## src/rtl/uart_imem_loader_if.sv

```systemverilog
// Handshake bundle between the UART byte stream, the instruction memory write port
// and the boot-status outputs of uart_imem_loader.
interface uart_imem_loader_if #(
  parameter int ADDR_W = 8
);
  logic              load_en;
  logic              rx_valid;
  logic [7:0]        rx_data;
  logic              rx_break;
  logic              imem_we;
  logic [ADDR_W-1:0] imem_addr;
  logic [31:0]       imem_wdata;
  logic              core_rstn;
  logic              write_done;
  logic              overflow;
  logic [ADDR_W:0]   word_count;

  modport master (
    output load_en, rx_valid, rx_data, rx_break,
    input  imem_we, imem_addr, imem_wdata, core_rstn, write_done, overflow, word_count
  );

  modport slave (
    input  load_en, rx_valid, rx_data, rx_break,
    output imem_we, imem_addr, imem_wdata, core_rstn, write_done, overflow, word_count
  );
endinterface

```

## src/rtl/uart_imem_loader.sv

```systemverilog
// Boot loader: packs UART bytes little-endian into 32-bit words, writes them to IMEM and
// releases the core on a 0xFFFFFFFF terminator. Define LOADER_TIMEOUT_EN for the inter-byte timeout.
module uart_imem_loader #(
  parameter int ADDR_W         = 8,
  parameter int TIMEOUT_CYCLES = 1000000
) (
  input  logic             clk,
  input  logic             resetn,
  uart_imem_loader_if.slave bus
);

  typedef enum logic [1:0] {S_IDLE, S_LOAD, S_DONE} state_t;

  state_t            r_state;
  logic [1:0]        r_idx;
  logic [31:0]       r_word;
  logic [ADDR_W-1:0] r_addr;
  logic [ADDR_W:0]   r_count;
  logic              r_we;
  logic [31:0]       r_wdata;
  logic              r_write_done;
  logic              r_overflow;

  logic [31:0]       w_word;
  logic              w_last_addr;
  logic              w_restart;

  if (TIMEOUT_CYCLES < 1) begin : g_bad_cfg
    $error("uart_imem_loader: TIMEOUT_CYCLES must be at least 1");
  end

`ifdef LOADER_TIMEOUT_EN
  localparam int TO_W = $clog2(TIMEOUT_CYCLES + 1);
  localparam logic [TO_W-1:0] TO_LAST = TO_W'(TIMEOUT_CYCLES - 1);
  logic [TO_W-1:0] r_to_cnt;
`endif

  always_comb begin
    w_word = r_word;
    case (r_idx)
      2'd0:    w_word[7:0]   = bus.rx_data;
      2'd1:    w_word[15:8]  = bus.rx_data;
      2'd2:    w_word[23:16] = bus.rx_data;
      default: w_word[31:24] = bus.rx_data;
    endcase
  end

  assign w_last_addr = (r_addr == {ADDR_W{1'b1}});
  assign w_restart   = (r_state == S_IDLE) && bus.load_en;

  always_ff @(posedge clk or negedge resetn) begin
    if (!resetn) begin
      r_state      <= S_IDLE;
      r_idx        <= 2'd0;
      r_word       <= 32'd0;
      r_addr       <= '0;
      r_count      <= '0;
      r_we         <= 1'b0;
      r_wdata      <= 32'd0;
      r_write_done <= 1'b0;
      r_overflow   <= 1'b0;
`ifdef LOADER_TIMEOUT_EN
      r_to_cnt     <= '0;
`endif
    end else begin
      r_we <= 1'b0;
      case (r_state)
        S_IDLE: begin
          if (bus.load_en) begin
            r_state <= S_LOAD;
            r_idx   <= 2'd0;
            r_word  <= 32'd0;
            r_addr  <= '0;
            r_count <= '0;
          end
        end
        S_LOAD: begin
          if (!bus.load_en) begin
            r_state <= S_IDLE;
            r_idx   <= 2'd0;
            r_word  <= 32'd0;
          end else if (bus.rx_break) begin
            // A break outranks a byte arriving in the same cycle.
            r_idx <= 2'd0;
          end else if (bus.rx_valid) begin
            r_word <= w_word;
            r_idx  <= r_idx + 2'd1;
            if (r_idx == 2'd3) begin
              if (w_word == 32'hFFFF_FFFF) begin
                r_state      <= S_DONE;
                r_write_done <= 1'b1;
              end else begin
                r_we    <= 1'b1;
                r_wdata <= w_word;
              end
            end
`ifdef LOADER_TIMEOUT_EN
          end else if (r_idx != 2'd0 && r_to_cnt == TO_LAST) begin
            r_idx <= 2'd0;
`endif
          end
        end
        default: ;
      endcase

      // Address and count advance at the end of the write-strobe cycle, so the
      // strobe sees a stable address; a restart into LOAD clears them instead.
      if (r_we && !w_restart) begin
        r_count <= r_count + 1'b1;
        if (!w_last_addr) begin
          r_addr <= r_addr + 1'b1;
        end else if (r_state == S_LOAD) begin
          r_overflow <= 1'b1;
          r_state    <= S_DONE;
        end
      end

`ifdef LOADER_TIMEOUT_EN
      if (r_state != S_LOAD || r_idx == 2'd0 || bus.rx_break || bus.rx_valid || r_to_cnt == TO_LAST) begin
        r_to_cnt <= '0;
      end else begin
        r_to_cnt <= r_to_cnt + 1'b1;
      end
`endif
    end
  end

  assign bus.imem_we    = r_we;
  assign bus.imem_addr  = r_addr;
  assign bus.imem_wdata = r_wdata;
  assign bus.core_rstn  = r_write_done;
  assign bus.write_done = r_write_done;
  assign bus.overflow   = r_overflow;
  assign bus.word_count = r_count;

endmodule
```

## src/flat_wrapper.sv

```systemverilog
// flat-port wrapper written by rule: the top's interface ports become plain ports
module uart_imem_loader_flat 
#(
  parameter int ADDR_W         = 8,
  parameter int TIMEOUT_CYCLES = 1000000
)
  (clk, resetn, bus_load_en, bus_rx_valid, bus_rx_data, bus_rx_break, bus_imem_we, bus_imem_addr, bus_imem_wdata, bus_core_rstn, bus_write_done, bus_overflow, bus_word_count);
  uart_imem_loader_if #(.ADDR_W(ADDR_W)) bus_i ();
  input  logic clk;
  input  logic resetn;
  input wire logic [$bits(bus_i.load_en)-1:0] bus_load_en;
  input wire logic [$bits(bus_i.rx_valid)-1:0] bus_rx_valid;
  input wire logic [$bits(bus_i.rx_data)-1:0] bus_rx_data;
  input wire logic [$bits(bus_i.rx_break)-1:0] bus_rx_break;
  output wire logic [$bits(bus_i.imem_we)-1:0] bus_imem_we;
  output wire logic [$bits(bus_i.imem_addr)-1:0] bus_imem_addr;
  output wire logic [$bits(bus_i.imem_wdata)-1:0] bus_imem_wdata;
  output wire logic [$bits(bus_i.core_rstn)-1:0] bus_core_rstn;
  output wire logic [$bits(bus_i.write_done)-1:0] bus_write_done;
  output wire logic [$bits(bus_i.overflow)-1:0] bus_overflow;
  output wire logic [$bits(bus_i.word_count)-1:0] bus_word_count;
  assign bus_i.load_en = bus_load_en;
  assign bus_i.rx_valid = bus_rx_valid;
  assign bus_i.rx_data = bus_rx_data;
  assign bus_i.rx_break = bus_rx_break;
  assign bus_imem_we = bus_i.imem_we;
  assign bus_imem_addr = bus_i.imem_addr;
  assign bus_imem_wdata = bus_i.imem_wdata;
  assign bus_core_rstn = bus_i.core_rstn;
  assign bus_write_done = bus_i.write_done;
  assign bus_overflow = bus_i.overflow;
  assign bus_word_count = bus_i.word_count;
  uart_imem_loader #(.ADDR_W(ADDR_W), .TIMEOUT_CYCLES(TIMEOUT_CYCLES)) u_core (.clk(clk), .resetn(resetn), .bus(bus_i));
endmodule
```

## config.mk

```make
export PLATFORM = sky130hd
export DESIGN_NAME = uart_imem_loader_flat
export DESIGN_NICKNAME = d
export VERILOG_FILES = /design/src/rtl/uart_imem_loader_if.sv /design/src/rtl/uart_imem_loader.sv /design/src/flat_wrapper.sv
export SDC_FILE = /design/constraint.sdc
export NUM_CORES = 1
export LEC_CHECK = 0
export ABC_AREA = 1
export ABC_CLOCK_PERIOD_IN_PS = 2700
export BUFFER_PORTS_ARGS = -buffer_cell sky130_fd_sc_hd__buf_2
export CORE_ASPECT_RATIO = 0.5
export CORE_MARGIN = 5
export CORE_UTILIZATION = 55
export CTS_BUF_LIST = sky130_fd_sc_hd__clkbuf_16
export CTS_CLUSTER_SIZE = 40
export DETAILED_ROUTE_END_ITERATION = 16
export GPL_ROUTABILITY_DRIVEN = 0
export GPL_TIMING_DRIVEN = 0
export PLACE_DENSITY = 0.88
export RECOVER_POWER = 25
export SLEW_MARGIN = 20
export SYNTH_ARGS = -nofsm -noshare
export SYNTH_HDL_FRONTEND = slang
export SYNTH_SLANG_ARGS = --single-unit
```

## constraint.sdc

```tcl
create_clock -name clk -period 2.7 [get_ports clk]
set_input_delay 0.135 -clock clk [delete_from_list [all_inputs] [get_ports clk]]
set_output_delay 0.135 -clock clk [all_outputs]
set_load 0.05 [all_outputs]
```

# ---- After elaboration in Yosys (flattened, before gate mapping)
# Index checks and enable logic that the tools add are counted.
dict set report word_totals {
  regBits 88
  output_inout_bits 53
  elab_cells 76
}
dict set report classes {
  addsub 3
  n_eq_ne 10
  mux 37
  bitwise_logic 2
  reduce_logical 15
}
# cell n
set op_table {}
lappend op_table {{$mux W32} 4}
lappend op_table {{$mux W8} 8}
lappend op_table {{$pmux W32 S2} 1}
lappend op_table {{$eq A32 B32 Y1 const B} 1}
lappend op_table {{$mux W9} 3}
lappend op_table {{$mux W2} 13}
lappend op_table {{$reduce_and A6 Y1} 2}
lappend op_table {{$add A9 B1 Y9 const B} 1}
lappend op_table {{$add A8 B1 Y8 const B} 1}
lappend op_table {{$eq A8 B8 Y1 const B} 1}
lappend op_table {{$pmux W2 S2} 2}
lappend op_table {{$mux W1} 6}
lappend op_table {{$ne A3 B3 Y1 const B} 2}
lappend op_table {{$reduce_and A3 Y1} 2}
lappend op_table {{$reduce_bool A2 Y1} 3}
lappend op_table {{$eq A2 B1 Y1 const B} 2}
lappend op_table {{$eq A2 B2 Y1 const B} 2}
lappend op_table {{$logic_not A2 Y1} 2}
lappend op_table {{$ne A4 B4 Y1 const B} 1}
lappend op_table {{$reduce_and A4 Y1} 1}
lappend op_table {{$reduce_or A3 Y1} 1}
lappend op_table {{$add A2 B1 Y2 const B} 1}
lappend op_table {{$logic_and A1 B1 Y1} 2}
lappend op_table {{$ne A2 B2 Y1 const B} 1}
lappend op_table {{3 further kinds} 4}

# ---- Longest topological paths before layout
dict set report logic_depth {
  depth_word 13
  mapped_depth 16
  ltp_nobuf 14
}

# ---- Least setup slack after synthesis
# Ideal clock, no wire load.
dict set report synth_timing {
  path_type {register -> register}
  start {reg u_core.r_idx[0]}
  end {reg u_core.r_wdata[24], in the netlist u_core.bus.imem_wdata[24]}
  setup_time_ns 0.118
  arrival_ns 1.847
  required_ns 2.582
  setup_slack_ns 0.735
  stages_incl_launch_ff 15
  n_path_buf 2
  cell_sequence {dfrtp_1 inv_1 ha_1 buf_2 o21ai_0 nand2_1 nor2_1 nand2_1 nor2_1 nand2_1 nand2_4 inv_4 buf_6 nand2_1 nand2_1}
}
dict set report synth_between {
  elab_chain_cells 6
  word_cells_on_any_way 12
  classes_between {4 x eq/ne; 4 x mux; 1 x bitwise; 3 x reduce/logical}
}
# element line
set synth_rtl {}
lappend synth_rtl {{start: declaration} uart_imem_loader.sv:15} ;# logic [1:0] r_idx;
lappend synth_rtl {{start signal: assignment} uart_imem_loader.sv:87} ;# r_idx <= r_idx + 2'd1;
lappend synth_rtl {{$eq A2 B1 Y1 (tied with other cells)} uart_imem_loader.sv:40} ;# case (r_idx)
lappend synth_rtl {{$reduce_or A3 Y1 (no line)} n/a}
lappend synth_rtl {{$mux W8} uart_imem_loader.sv:40}
lappend synth_rtl {{$eq A32 B32 Y1} uart_imem_loader.sv:89} ;# if (w_word == 32'hFFFF_FFFF) begin
lappend synth_rtl {{$not A1 Y1 (no line)} n/a}
lappend synth_rtl {{$reduce_and A6 Y1 (no line)} n/a}
lappend synth_rtl {{end signal: assignment} uart_imem_loader.sv:94} ;# r_wdata <= w_word;
lappend synth_rtl {{end: declaration} uart_imem_loader.sv:20} ;# logic [31:0] r_wdata;
# Parallel ways exist; a longest one is shown, timed or not.
# A chain may end at the register's enable or synchronous reset.

# ---- Worst setup path in the final report
dict set report layout_timing {
  start {reg u_core.r_idx[0]}
  end {reg u_core.r_wdata[8], in the netlist u_core.bus.imem_wdata[8]}
}
# Same word-level chain as after synthesis.

==> results.yml <==
setup_path:
  rr_endpoint: "u_core.bus.imem_wdata[8]"
  end_kind: "flip-flop"
  worstSetupPathType: "reg -> reg"
  worst_ep_arrival_time_ns: 2.73
  start_kind: "flip-flop"
  critPathRequiredTime_ns: 2.93
  critPathMaxFanout: 10
  r2r_slack_ns: 0.20
  reg2reg_from: "u_core.r_idx[0]"
  rr_worst_depth: 15
floorplanning:
  die_y_um: 72.29
  core_mm2: 0.007432
  rows: 22
  die_area_mm2: 0.009728
  io_pins: 66
  initial_core_util_pct: 57.42
  dieWidth_um: 134.6
synth:
  synth-seq-area-share_pct: 51.60
  synth.distinct_cells: 27
  ys.warnings.count: 0
  syn_inst: 552
  avgSynthCellArea_um2: 7.732
  synth_seq_cells: 88
  synth_fp_nets: 572
  synth_area_mm2: 0.004268
cts:
  cts_sinks: 88
  cts_root_buffer: "clkbuf_16"
  clkTransAtPathRegs_ns: 0.06
  post_cts.repair.setup_buffers: 0
  htree_levels: 3
  clockBufferDepth: 2
  cts_buffers: 9
  clk_latency_ns: 0.34
  cts_tree: "built"
sta:
  finalSetupTns_ns: 0
  max_slew_margin_pct: 21.28
  fin_crit_sh_pct: 92.51
  period_minus_slack_ns: 2.498
  rsz0062_at_grt: "no"
  fin_ws_ns: 0.2021
  worstMarginPinSlew_ns: 1.181
  max_freq_mhz: 400.3
  slew_viol_final: 0
  hold_violations: 0
  fin_skew_ns: 0.006042
  setup_viol: 0
place:
  placed_cell_area_mm2: 0.004736
  hpwl_mm: 7.308
  port_buffers: 65
  dpl_worst_slack_ns: 0.2572
detailed_routing:
  drc: 0
  first_iter_violations: 359
  routed_wl_mm: 10.42
  drtAntennaViolNets: 0
  via_per_inst: 5.302
  vias: 3876
  wl_per_cell_um: 14.25
  firstDrtPassIters: 5
power:
  leakage_nw: 2.590
  vdd_ir_drop_max_mv: 0.3701
  power.internal_mw: 2.279
  p_clk_share_pct: 48.5
  totalPowerFinal_mw: 2.930
  switching_share_pct: 22.21
  combPwrFrac_pct: 5.8
  p_sw_uw: 650.8
  seqPwrFrac_pct: 45.8
  powerDensity_mw_per_mm2: 577.1
grt:
  grtUsageTotal_pct: 22.90
  overflow: 0
  antenna_found_initial: 0
  grt_pass1_wl_mm: 17.62
  grt_pass1_vias: 3638
  grt_max_degree: 47
run_status:
  status: "finished clean"
worst_hold_path:
  hp-start: "bus_load_en"
  min_path_type: "in -> reg"
  hold-path-endpoint: "u_core.r_state[0]"
  whs_path_depth: 3
cells_and_area:
  diodes: 0
  layout-area-overhead-vs-synth_pct: 18.94
  ff_latch_area_mm2: 0.002202
  drive_above_1_share_pct: 13.86
  final_util_pct: 68.30
  nFillCells: 594
  multi_input_area_mm2: 0.001692
  final_nets: 650
  fin_area_mm2: 0.005076
run:
  cap_violations: 0
==> state kept, by name, indices dropped and copies added, names as in the netlist <==
signal and flops:
u_core.bus.core_rstn 1, u_core.bus.imem_addr 8, u_core.bus.imem_wdata 32, u_core.bus.imem_we 1
u_core.bus.overflow 1, u_core.bus.word_count 9, u_core.r_idx 2, u_core.r_state 2
u_core.r_word 32
==> worst max-delay path by stage <==
stage	slack [ns]	depth (start not counted)	endpoint	start
floorplan	0.73	14	u_core.bus.imem_wdata[24]	u_core.r_idx[0]
global placement	0.32	15	u_core.bus.imem_wdata[8]	u_core.r_idx[0]
detailed placement	0.26	15	u_core.bus.imem_wdata[8]	u_core.r_idx[0]
CTS	0.17	15	u_core.bus.imem_wdata[8]	u_core.r_idx[0]
global route	0.03	15	u_core.bus.imem_wdata[28]	u_core.r_idx[0]
finish	0.20	15	u_core.bus.imem_wdata[8]	u_core.r_idx[0]
==> cells by family after synthesis <==
| family | after synthesis | share of synthesized area, % |
|---|---|---|
| flip-flops | 88 | 51.60 |
| buffers and inverters | 86 | 8.825 |
| AO/OA/AOI/OAI | 84 | 10.26 |
| adder cells (fa/ha/maj) | 7 | 2.052 |
| AND/OR/NAND/NOR | 286 | 27.06 |
| XOR/XNOR | 1 | 0.2053 |
==> critical path, stage by stage, from the launching register on <==
cell	delay [ns]
dfrtp_1	0.42
inv_1	0.13
ha_2	0.28
buf_4	0.19
nand2_1	0.07
o21ai_0	0.19
nand2_1	0.12
nor2_1	0.23
nand2_1	0.07
nor2_1	0.11
nand2_1	0.09
nand2_4	0.13
inv_4	0.07
buf_6	0.14
nand2_1	0.07
nand2_1	0.05
==> metal layers <==
layer | track usage (%) | up-vias | routed length, um
met5 | 0 | - | 0
met3 | 5.817 | 21 | 992
met4 | 6.772 | 0 | 171
li1 | - | 1894 | -
met2 | 35.82 | 164 | 4720
met1 | 32.03 | 1797 | 4532
==> synth_stat cells <==
| cell | n | area share [%] |
|---|---|---|
| o22ai_1 | 2 | 0.29 |
| nand2_1 | 207 | 18 |
| dfrtp_1 | 88 | 52 |
| nand3_1 | 43 | 5.0 |
| xor2_1 | 1 | 0.21 |
| nand2_4 | 1 | 0.26 |
| nor2_2 | 1 | 0.15 |
| clkbuf_1 | 10 | 0.88 |
| inv_1 | 63 | 5.5 |
| o211ai_1 | 1 | 0.18 |
| a22o_1 | 1 | 0.21 |
| inv_2 | 1 | 0.088 |
| o21ai_0 | 58 | 6.8 |
| buf_2 | 2 | 0.23 |
| a22oi_2 | 1 | 0.29 |
| a31oi_1 | 1 | 0.15 |
| nor3_1 | 6 | 0.70 |
| nor4_1 | 1 | 0.15 |
| buf_4 | 5 | 0.88 |
| o21ai_1 | 11 | 1.3 |
| nand4_1 | 2 | 0.29 |
| a21oi_1 | 9 | 1.1 |
| or2_2 | 1 | 0.15 |
| ha_1 | 7 | 2.1 |
| nor2_1 | 24 | 2.1 |
| inv_4 | 1 | 0.15 |
| buf_6 | 4 | 1.1 |
==> power groups by stage <==
stage | Sequential [mW] | Clock [mW] | Combinational (mW)
final | 1.34 | 1.42 | 0.169
after global placement | 1.36 | 0 | 0.160
after CTS | 1.34 | 1.44 | 0.168
after floorplan | 1.37 | 0 | 0.0850
after global routing | 1.34 | 1.49 | 0.191
after detailed placement | 1.36 | 0 | 0.166
==> cell type report <==
cell class                      count  area share [%]
Tap cell                           96           2.366
Inverter                           65           4.856
Clock buffer                        9           4.437
Clock inverter                      7           2.366
Multi-Input combinational cell    378           33.33
Timing Repair Buffer               67           6.704
Buffer                             21           2.563
Sequential cell                    88           43.38
==> metrics by stage <==
stage / hold slack [ns] / cells
after floorplan: -0.1606 / 552
after global placement: 0.4079 / 713
after detailed placement: 0.1799 / 714
after CTS: 0.05301 / 731
after global routing: 0.07177 / 731
final: 0.06316 / 731
==> what timing repair did <==
action                     in CTS  in global routing
resized for setup               0                  1
setup endpoints to repair       0                 27
hold buffers                    1                  0
hold endpoints to repair       45                  0
==> cell usage in the layout (no fill, tap or decap), types with 2 or more instances in the layout <==
master,Yosys,routed
nand2_1,207,207
dfrtp_1,88,88
inv_1,63,63
o21ai_0,58,58
buf_2,2,54
nand3_1,43,43
nor2_1,24,24
clkbuf_1,10,22
o21ai_1,11,11
a21oi_1,9,9
clkbuf_16,0,9
nor3_1,6,6
ha_1,7,6
buf_4,5,5
buf_6,4,4
bufinv_16,0,3
nand4_1,2,2
o22ai_1,2,2
clkinv_4,0,2
No activity file was read; power rests on OpenSTA's default activity.
